[src/rtl/uart_pkg.sv]
// Shared UART definitions: default clock/baud rates and receiver FSM state encoding.
`timescale 1ns/1ps
package uart_pkg;

    localparam int CLK_HZ_DEF  = 50_000_000;
    localparam int BAUD_HZ_DEF = 115_200;

    typedef logic [2:0] uart_state_t;

    localparam uart_state_t ST_IDLE      = 3'd0;
    localparam uart_state_t ST_START     = 3'd1;
    localparam uart_state_t ST_DATA      = 3'd2;
    localparam uart_state_t ST_STOP      = 3'd3;
    localparam uart_state_t ST_WAIT_IDLE = 3'd4;

endpackage

[src/rtl/uart_baud_cnt.sv]
// Down-counter that reloads on demand and reports a tick while it rests at zero.
`timescale 1ns/1ps
module uart_baud_cnt #(
    parameter int W = 9
) (
    input  logic         clk_50,
    input  logic         rst_n,
    input  logic         i_load,
    input  logic [W-1:0] i_load_val,
    output logic         o_tick
);

    logic [W-1:0] r_cnt;

    // NOTE: reset is sampled on the clock edge only, so it sits inside the
    // clocked branch rather than in the sensitivity list.
    always_ff @(posedge clk_50) begin
        if (!rst_n) begin
            r_cnt <= '0;
        end else if (i_load) begin
            r_cnt <= i_load_val;
        end else if (r_cnt != '0) begin
            r_cnt <= r_cnt - 1'b1;
        end
    end

    assign o_tick = (r_cnt == '0);

endmodule

[src/rtl/uart_rx.sv]
// 8N1 UART receiver with a single holding register, valid/ready handshake,
// frame-error and overrun pulses.
`timescale 1ns/1ps
module uart_rx
    import uart_pkg::*;
#(
    parameter int CLK_HZ  = CLK_HZ_DEF,
    parameter int BAUD_HZ = BAUD_HZ_DEF
) (
    input  logic       clk_50,
    input  logic       rst_n,
    input  logic       rx,
    output logic [7:0] rx_data,
    output logic       rx_valid,
    input  logic       rx_ready,
    output logic       frame_err,
    output logic       overrun,
    output logic       busy
);

    localparam int CLKS_PER_BIT = CLK_HZ / BAUD_HZ;
    localparam int HALF_BIT     = CLKS_PER_BIT / 2;
    localparam int CNT_W        = $clog2(CLKS_PER_BIT);

    // A load of N makes the tick fire N+1 cycles after the load edge.
    localparam logic [CNT_W-1:0] LOAD_HALF = CNT_W'(HALF_BIT - 1);
    localparam logic [CNT_W-1:0] LOAD_FULL = CNT_W'(CLKS_PER_BIT - 1);

    logic             r_sync1;
    logic             r_sync2;
    uart_state_t      r_state;
    logic [2:0]       r_bit_cnt;
    logic [7:0]       r_shift;
    logic [7:0]       r_data;
    logic             r_valid;
    logic             r_ferr;
    logic             r_ovr;

    logic             w_rx_s;
    logic             w_tick;
    logic             w_load;
    logic [CNT_W-1:0] w_load_val;
    logic             w_stop_good;
    logic             w_stop_bad;

    always_ff @(posedge clk_50) begin
        if (!rst_n) begin
            r_sync1 <= 1'b1;
            r_sync2 <= 1'b1;
        end else begin
            r_sync1 <= rx;
            r_sync2 <= r_sync1;
        end
    end

    assign w_rx_s = r_sync2;

    // NOTE: both outputs get a default before the case so no path leaves
    // them unassigned, which would otherwise infer a latch.
    always_comb begin
        w_load     = 1'b0;
        w_load_val = LOAD_FULL;
        case (r_state)
            ST_IDLE: begin
                if (!w_rx_s) begin
                    w_load     = 1'b1;
                    w_load_val = LOAD_HALF;
                end
            end
            ST_START: w_load = w_tick && !w_rx_s;
            ST_DATA:  w_load = w_tick;
            default:  w_load = 1'b0;
        endcase
    end

    uart_baud_cnt #(
        .W (CNT_W)
    ) u_baud_cnt (
        .clk_50     (clk_50),
        .rst_n      (rst_n),
        .i_load     (w_load),
        .i_load_val (w_load_val),
        .o_tick     (w_tick)
    );

    // NOTE: state registers use non-blocking assignments so every flop
    // samples the pre-edge values regardless of statement order.
    always_ff @(posedge clk_50) begin
        if (!rst_n) begin
            r_state   <= ST_IDLE;
            r_bit_cnt <= 3'd0;
            r_shift   <= 8'h00;
        end else begin
            case (r_state)
                ST_IDLE: begin
                    if (!w_rx_s) begin
                        r_state   <= ST_START;
                        r_bit_cnt <= 3'd0;
                    end
                end
                ST_START: begin
                    if (w_tick) r_state <= w_rx_s ? ST_IDLE : ST_DATA;
                end
                ST_DATA: begin
                    if (w_tick) begin
                        r_shift   <= {w_rx_s, r_shift[7:1]};
                        r_bit_cnt <= r_bit_cnt + 3'd1;
                        if (r_bit_cnt == 3'd7) r_state <= ST_STOP;
                    end
                end
                ST_STOP: begin
                    if (w_tick) r_state <= w_rx_s ? ST_IDLE : ST_WAIT_IDLE;
                end
                ST_WAIT_IDLE: begin
                    if (w_rx_s) r_state <= ST_IDLE;
                end
                default: r_state <= ST_IDLE;
            endcase
        end
    end

    assign w_stop_good = (r_state == ST_STOP) && w_tick && w_rx_s;
    assign w_stop_bad  = (r_state == ST_STOP) && w_tick && !w_rx_s;

    // A new byte may load in the same cycle the old one is consumed.
    always_ff @(posedge clk_50) begin
        if (!rst_n) begin
            r_data  <= 8'h00;
            r_valid <= 1'b0;
            r_ferr  <= 1'b0;
            r_ovr   <= 1'b0;
        end else begin
            r_ferr <= w_stop_bad;
            r_ovr  <= w_stop_good && r_valid && !rx_ready;
            if (w_stop_good && (!r_valid || rx_ready)) begin
                r_data  <= r_shift;
                r_valid <= 1'b1;
            end else if (r_valid && rx_ready) begin
                r_valid <= 1'b0;
            end
        end
    end

    assign rx_data   = r_data;
    assign rx_valid  = r_valid;
    assign frame_err = r_ferr;
    assign overrun   = r_ovr;
    assign busy      = (r_state != ST_IDLE);

endmodule

[config.mk]
export PLATFORM = sky130hd
export DESIGN_NAME = uart_rx
export DESIGN_NICKNAME = d
export VERILOG_FILES = /design/src/rtl/uart_pkg.sv /design/src/rtl/uart_baud_cnt.sv /design/src/rtl/uart_rx.sv
export SDC_FILE = /design/constraint.sdc
export NUM_CORES = 1
export LEC_CHECK = 0
export ABC_AREA = 0
export CORE_ASPECT_RATIO = 1.75
export CORE_UTILIZATION = 54
export DETAILED_ROUTE_END_ITERATION = 10
export GPL_TIMING_DRIVEN = 0
export PLACE_DENSITY_LB_ADDON = 0.12
export SYNTH_ARGS = -nofsm -noshare
export SYNTH_HDL_FRONTEND = slang
export SYNTH_SLANG_ARGS = --single-unit
export TNS_END_PERCENT = 100
[constraint.sdc]
create_clock -name clk_50 -period 2.5 [get_ports clk_50]
set_clock_uncertainty 0.15 [all_clocks]
set_input_delay 0.375 -clock clk_50 [delete_from_list [all_inputs] [get_ports clk_50]]
set_output_delay 0.375 -clock clk_50 [all_outputs]
set_load 0.01 [all_outputs]
## Yosys cells after proc, flatten, opt, wreduce, memory -nomap -nowiden

Index checks and enable logic that the tools add are counted.

- $add $sub $neg: 2
- Equality and inequality tests: 11
- Muxes and demuxes: 20
- Reduce and logical (&&, ||, !) cells: 22

Operators by type and width:

| cell | count |
|---|---|
| two-way mux 9 bit | 4 |
| two-way mux 3 bit | 9 |
| one-hot mux 3 bit (5 select lines) | 1 |
| != test 2 bit (second input constant) | 6 |
| zero test 9 bit | 1 |
| nonzero test 9 bit | 1 |
| subtractor 9 x 1 -> 9 bit (second input constant) | 1 |
| logical AND 1 bit | 8 |
| == test 3 x 2 -> 1 bit (second input constant) | 2 |
| == test 3 bit (second input constant) | 2 |
| one-hot mux 3 bit (2 select lines) | 1 |
| AND reduction 6 bit | 1 |
| nonzero test 2 bit | 3 |
| adder 3 x 1 -> 3 bit (second input constant) | 1 |
| == test 3 x 1 -> 1 bit (second input constant) | 1 |
| zero test 1 bit | 3 |
| zero test 3 bit | 1 |
| two-way mux 1 bit | 3 |
| one-hot mux 1 bit (3 select lines) | 1 |
| AND reduction 3 bit | 1 |
| nonzero test 3 bit | 1 |
| two-way mux 2 bit | 1 |
| AND reduction 2 bit | 1 |
| logical OR 1 bit | 1 |

- Register bits after elaboration: 36
- Input bits: 4
- Output and inout bits: 12
- Word-level logic and storage cells: 65

## Depth between registers and ports, before layout

- Depth after elaboration: 5
- Gate-level depth with buffers: 8
- Gate-level depth less buffers: 6

## Hierarchy

Synthesis repeated with hierarchy kept, for this count alone.

- Cell total of the unflattened synthesis: 191
- Area total of the unflattened synthesis: 1650.3 sq um

By module, submodules not included:

| module | instances | cells each | area each (sq um) | seq. area each (sq um) |
|---|---|---|---|---|
| uart_rx | 1 | 129 | 1138.6 | 540.5 |
| uart_baud_cnt | 1 | 62 | 511.7 | 180.2 |

## Worst setup path before layout

OpenSTA, ideal clock, no wires.

- Path kind: register to register
- Start: reg u_baud_cnt.r_cnt[0]
- End: reg r_data[0] (netlist: rx_data[0])
- Setup time: 0.128 ns
- Arrival: 1.600 ns
- Required time: 2.222 ns
- Setup slack: 0.623 ns
- Stages on the path, launching flop included: 7
- Buffers on the path: 0
- Period minus slack after synthesis: 1.877 ns
- Cells stage by stage: dfxtp_1 -> inv_1 -> ha_1 -> nor4b_2 -> nand4_2 -> mux2i_1 -> nor2_1

- Longest elaborated chain between the ends: 4

Ends and longest elaborated chain:

| what | line | RTL |
|---|---|---|
| start, declared | uart_baud_cnt.sv:13 | `logic [W-1:0] r_cnt;` |
| start signal, assigned | uart_baud_cnt.sv:21 | `r_cnt <= i_load_val;` |
| start signal, assigned | uart_baud_cnt.sv:23 | `r_cnt <= r_cnt - 1'b1;` |
| zero test 9 bit | uart_baud_cnt.sv:27 | `assign o_tick = (r_cnt == '0);` |
| logical AND 1 bit (2 in a row) | uart_rx.sv:122 | `assign w_stop_good = (r_state == ST_STOP) && w_tick && w_rx_s;` |
| logical AND 1 bit | uart_rx.sv:135 | `if (w_stop_good && (!r_valid \|\| rx_ready)) begin` |
| end signal, assigned | uart_rx.sv:136 | `r_data <= r_shift;` |
| end, declared | uart_rx.sv:34 | `logic [7:0] r_data;` |

No other way between the ends.
A chain may end at the register's enable or synchronous reset.

## Worst setup path after layout

- Start: reg u_baud_cnt.r_cnt[0]
- End: reg r_bit_cnt[1]

- Longest elaborated chain between the ends: 3

Ends and longest elaborated chain:

| what | line | RTL |
|---|---|---|
| zero test 9 bit | uart_baud_cnt.sv:27 |  |
| != test 2 bit (no source line) | n/a |  |
| AND reduction 3 bit (no source line) | n/a |  |
| end signal, assigned | uart_rx.sv:107 | `r_bit_cnt <= r_bit_cnt + 3'd1;` |
| end, declared | uart_rx.sv:32 | `logic [2:0] r_bit_cnt;` |

No other way between the ends.

==> out/metrics.cfg <==
[timing]
report.final.hold_viol_count = 0
final-max-slew-violation-count = 0
fmax_mhz = 462
min_period_over_period_pct = 86.5
finalSetupViolCount = 0
final_critical_path_required_period_ns = 2.16
timing.setup.tns_ns = 0
grt_setup_unrepaired = no
timing.max_slew.rel_slack_pct = 38.2
timing_worst_slew_pin_value_ns = 0.919

[cells_and_area]
share_of_post_route_cells_with_drive_strength_above_1_pct = 6.70
area_growth_syn_to_layout_pct = 17.9
n_antenna_cell = 0
fillers = 247
register_area_sq_um = 721
design.final.nets = 200
multi_input_area_sq_um = 758
layout.cell_area.non_filler_sq_um = 1800

[floorplan]
num_rows = 25
initial_core_util_pct = 56.7
die_width_microns = 42.2
dieHeight_microns = 72.3
design.die.area_sq_um = 3050
fp.coreArea_sq_um = 2690
i_o_pins = 16

[placement]
place.gp.congestion = 0.853
placement.cell_area_sq_um = 1700
dpl.hpwl_microns = 2530
portBuffers = 14

[global_route]
grt_remaining_overflow = 0
maximum_number_of_pins_on_one_net_before_global_route_repair = 11
grt_pass1_vias = 1331
number_of_antenna_violations_at_the_first_check_in_global_routing = 0
grt_pass1_wl_microns = 5830
all_layer_global_routing_usage_pct = 25.1

[clock_network]
tritoncts = yes
post_cts.resized_instances = 0
cts-root-buf = clkbuf_8
cts_hold_repair.buffers = 0
clkLatencyLatePin_ns = 0.28
buffer_count_from_post_cts_setup_fixing = 0
cts-root-to-sink-buffers = 2
worst_setup_hold_path_clk_slew_ns = 0.07
cts.sinks = 36
cts_buffers = 5
cts_max_level = 2

[route]
post_drt_via_cell_ratio = 5.95
number_of_antenna_violating_nets_in_the_routed_design = 0
routedWlPerCell_microns = 15.4
drc = 0
wirelength_microns = 3410
first_pass_iters = 4
drt_iter0_drc = 36
dr_total_vias = 1315

[power]
cellPowerDensity_nw_per_um2 = 909
vdd_drop_max_mv = 0.592
p_leak_nw = 0.739

[yosys]
ys.warnings.count = 0
yosysSeqAreaShare_pct = 47.3
syn-instance-count = 172
yosys_most_used_dff = dfxtp_1
ys_async_sr_fraction_pct = 0
synth_area_per_cell_sq_um = 8.86
synthesis.area_sq_um = 1520
netlist.top_cell.by_area = dfxtp_1
yosysMostFrequentCell = dfxtp_1
synthDominantCellAreaShare_pct = 47.3
total_nets_after_synthesis = 179
synth.top_cells.by_area = dfxtp_1 (47%), mux2i_1 (6.6%), a21oi_1 (5.9%)
synth_enable_flop_cells = 0
ys_seq_elements = 36
post_synth_most_frequent_cells = dfxtp_1 (36), nand2_1 (21), a21oi_1 (18), nor2_1 (18), nand3_1 (13)
netlist-cell-type-count = 36

[setup_path]
critical_path_class = register to register
cpMaxStageDelayCell = nor4b_4
timing.critical_path.mode_cell = nand3_1
worst_path_dominant_cell_family = simple AND/OR/NAND/NOR gates
critical_path_cell_by_cell = inv_1 -> ha_1 -> nor4b_4 -> nand3_1 -> clkbuf_1 -> nand3_1 -> a21oi_1
end_kind = register
worstPathRequired_ns = 2.50
worstPathMaxFanout = 10
worst_path_largest_cell_delay_ns = 0.42
reg2reg_setup_slack_ns = 0.34
critPathLaunchType = register
crit_buf_inv = 2
timing.critical_path.arrival_ns = 2.16

[job]
max_cap_violations = 0

[hold_path]
hold_path.class = primary input to register

[run_status]
status = finished, final reports clean

## cell usage in the layout (no fill, tap or decap), types with 2 or more instances in the layout
cell type and n:
o41a_1 2, nand3_1 13, o31ai_1 2, nand2_1 21, ha_1 3, nand2b_1 6, or4_1 2, and3_1 2
nor2_1 18, clkdlybuf4s50_1 14, clkbuf_8 6, a21oi_1 18, mux2i_1 10, inv_1 3, nor3b_1 2, dfxtp_1 36
a31oi_1 2, buf_4 2, nor3_1 4, o21a_1 2, nor4_1 2, clkbuf_1 7, nand3b_1 2
## stage by stage
stage	power, mW	util (%)	hold slack, ns	std cells	setup WS (ns)
6_report	1.63	66.8	0.201	221	0.337
5_1_grt	1.73	66.8	0.212	221	0.182
4_1_cts	1.61	66.5	0.204	221	0.155
3_5_place_dp	1.20	63.1	0.275	213	0.175
3_3_place_gp	1.18	63.1	0.242	213	0.256
2_1_floorplan	1.08	-	0.236	172	0.623
## sequential cells by signal (all words and copies together) (netlist names)
| register | cells |
|---|---|
| frame_err | 1 |
| overrun | 1 |
| r_bit_cnt | 3 |
| r_shift | 8 |
| r_state | 3 |
| r_sync1 | 1 |
| r_sync2 | 1 |
| rx_data | 8 |
| rx_valid | 1 |
| u_baud_cnt.r_cnt | 9 |
## layout make-up
| type | instances | share of cell area (%) |
|---|---|---|
| Multi-Input combinational cell | 124 | 42.2 |
| Buffer | 8 | 2.16 |
| Tap cell | 27 | 1.88 |
| Timing Repair Buffer | 14 | 7.80 |
| Clock buffer | 8 | 5.01 |
| Inverter | 4 | 0.836 |
| Sequential cell | 36 | 40.1 |
## metal layers
metal  track usage (%)  vias up  wire length, microns
met5                 0        -                     0
met4              15.6        0                   128
met3              4.98       14                    86
met2              46.5       25                  1920
met1              24.9      627                  1280
li1                  -      649                     -
## cell families after synthesis
logic type               after synthesis  share of synthesized area [%]
adder cells (fa/ha/maj)                3                           2.46
XOR/XNOR                               1                          0.575
AND/OR/NAND/NOR                       80                           27.5
flip-flops                            36                           47.3
buffers and inverters                 12                           3.53
AO/OA/AOI/OAI                         30                           12.1
multiplexers                          10                           6.57
## final timing paths
path / to / start / cells after the start
min: r_sync1$_SDFF_PN1_ / rst_n / 2
min reg2reg: r_sync2$_SDFF_PN1_ / r_sync1$_SDFF_PN1_ / 1
max reg2reg: r_bit_cnt[1]$_SDFFE_PN0P_ / u_baud_cnt.r_cnt[0]$_SDFFE_PN0P_ / 7
max: r_bit_cnt[1]$_SDFFE_PN0P_ / u_baud_cnt.r_cnt[0]$_SDFFE_PN0P_ / 7
## power breakdown
part	switching [mW]	total [mW]	internal [mW]
registers	0.0811	0.709	0.628
logic	0.291	0.509	0.218
clock network	0.190	0.415	0.225
total	0.562	1.63	1.07
Note: power is estimated with default switching activity, not from simulation.
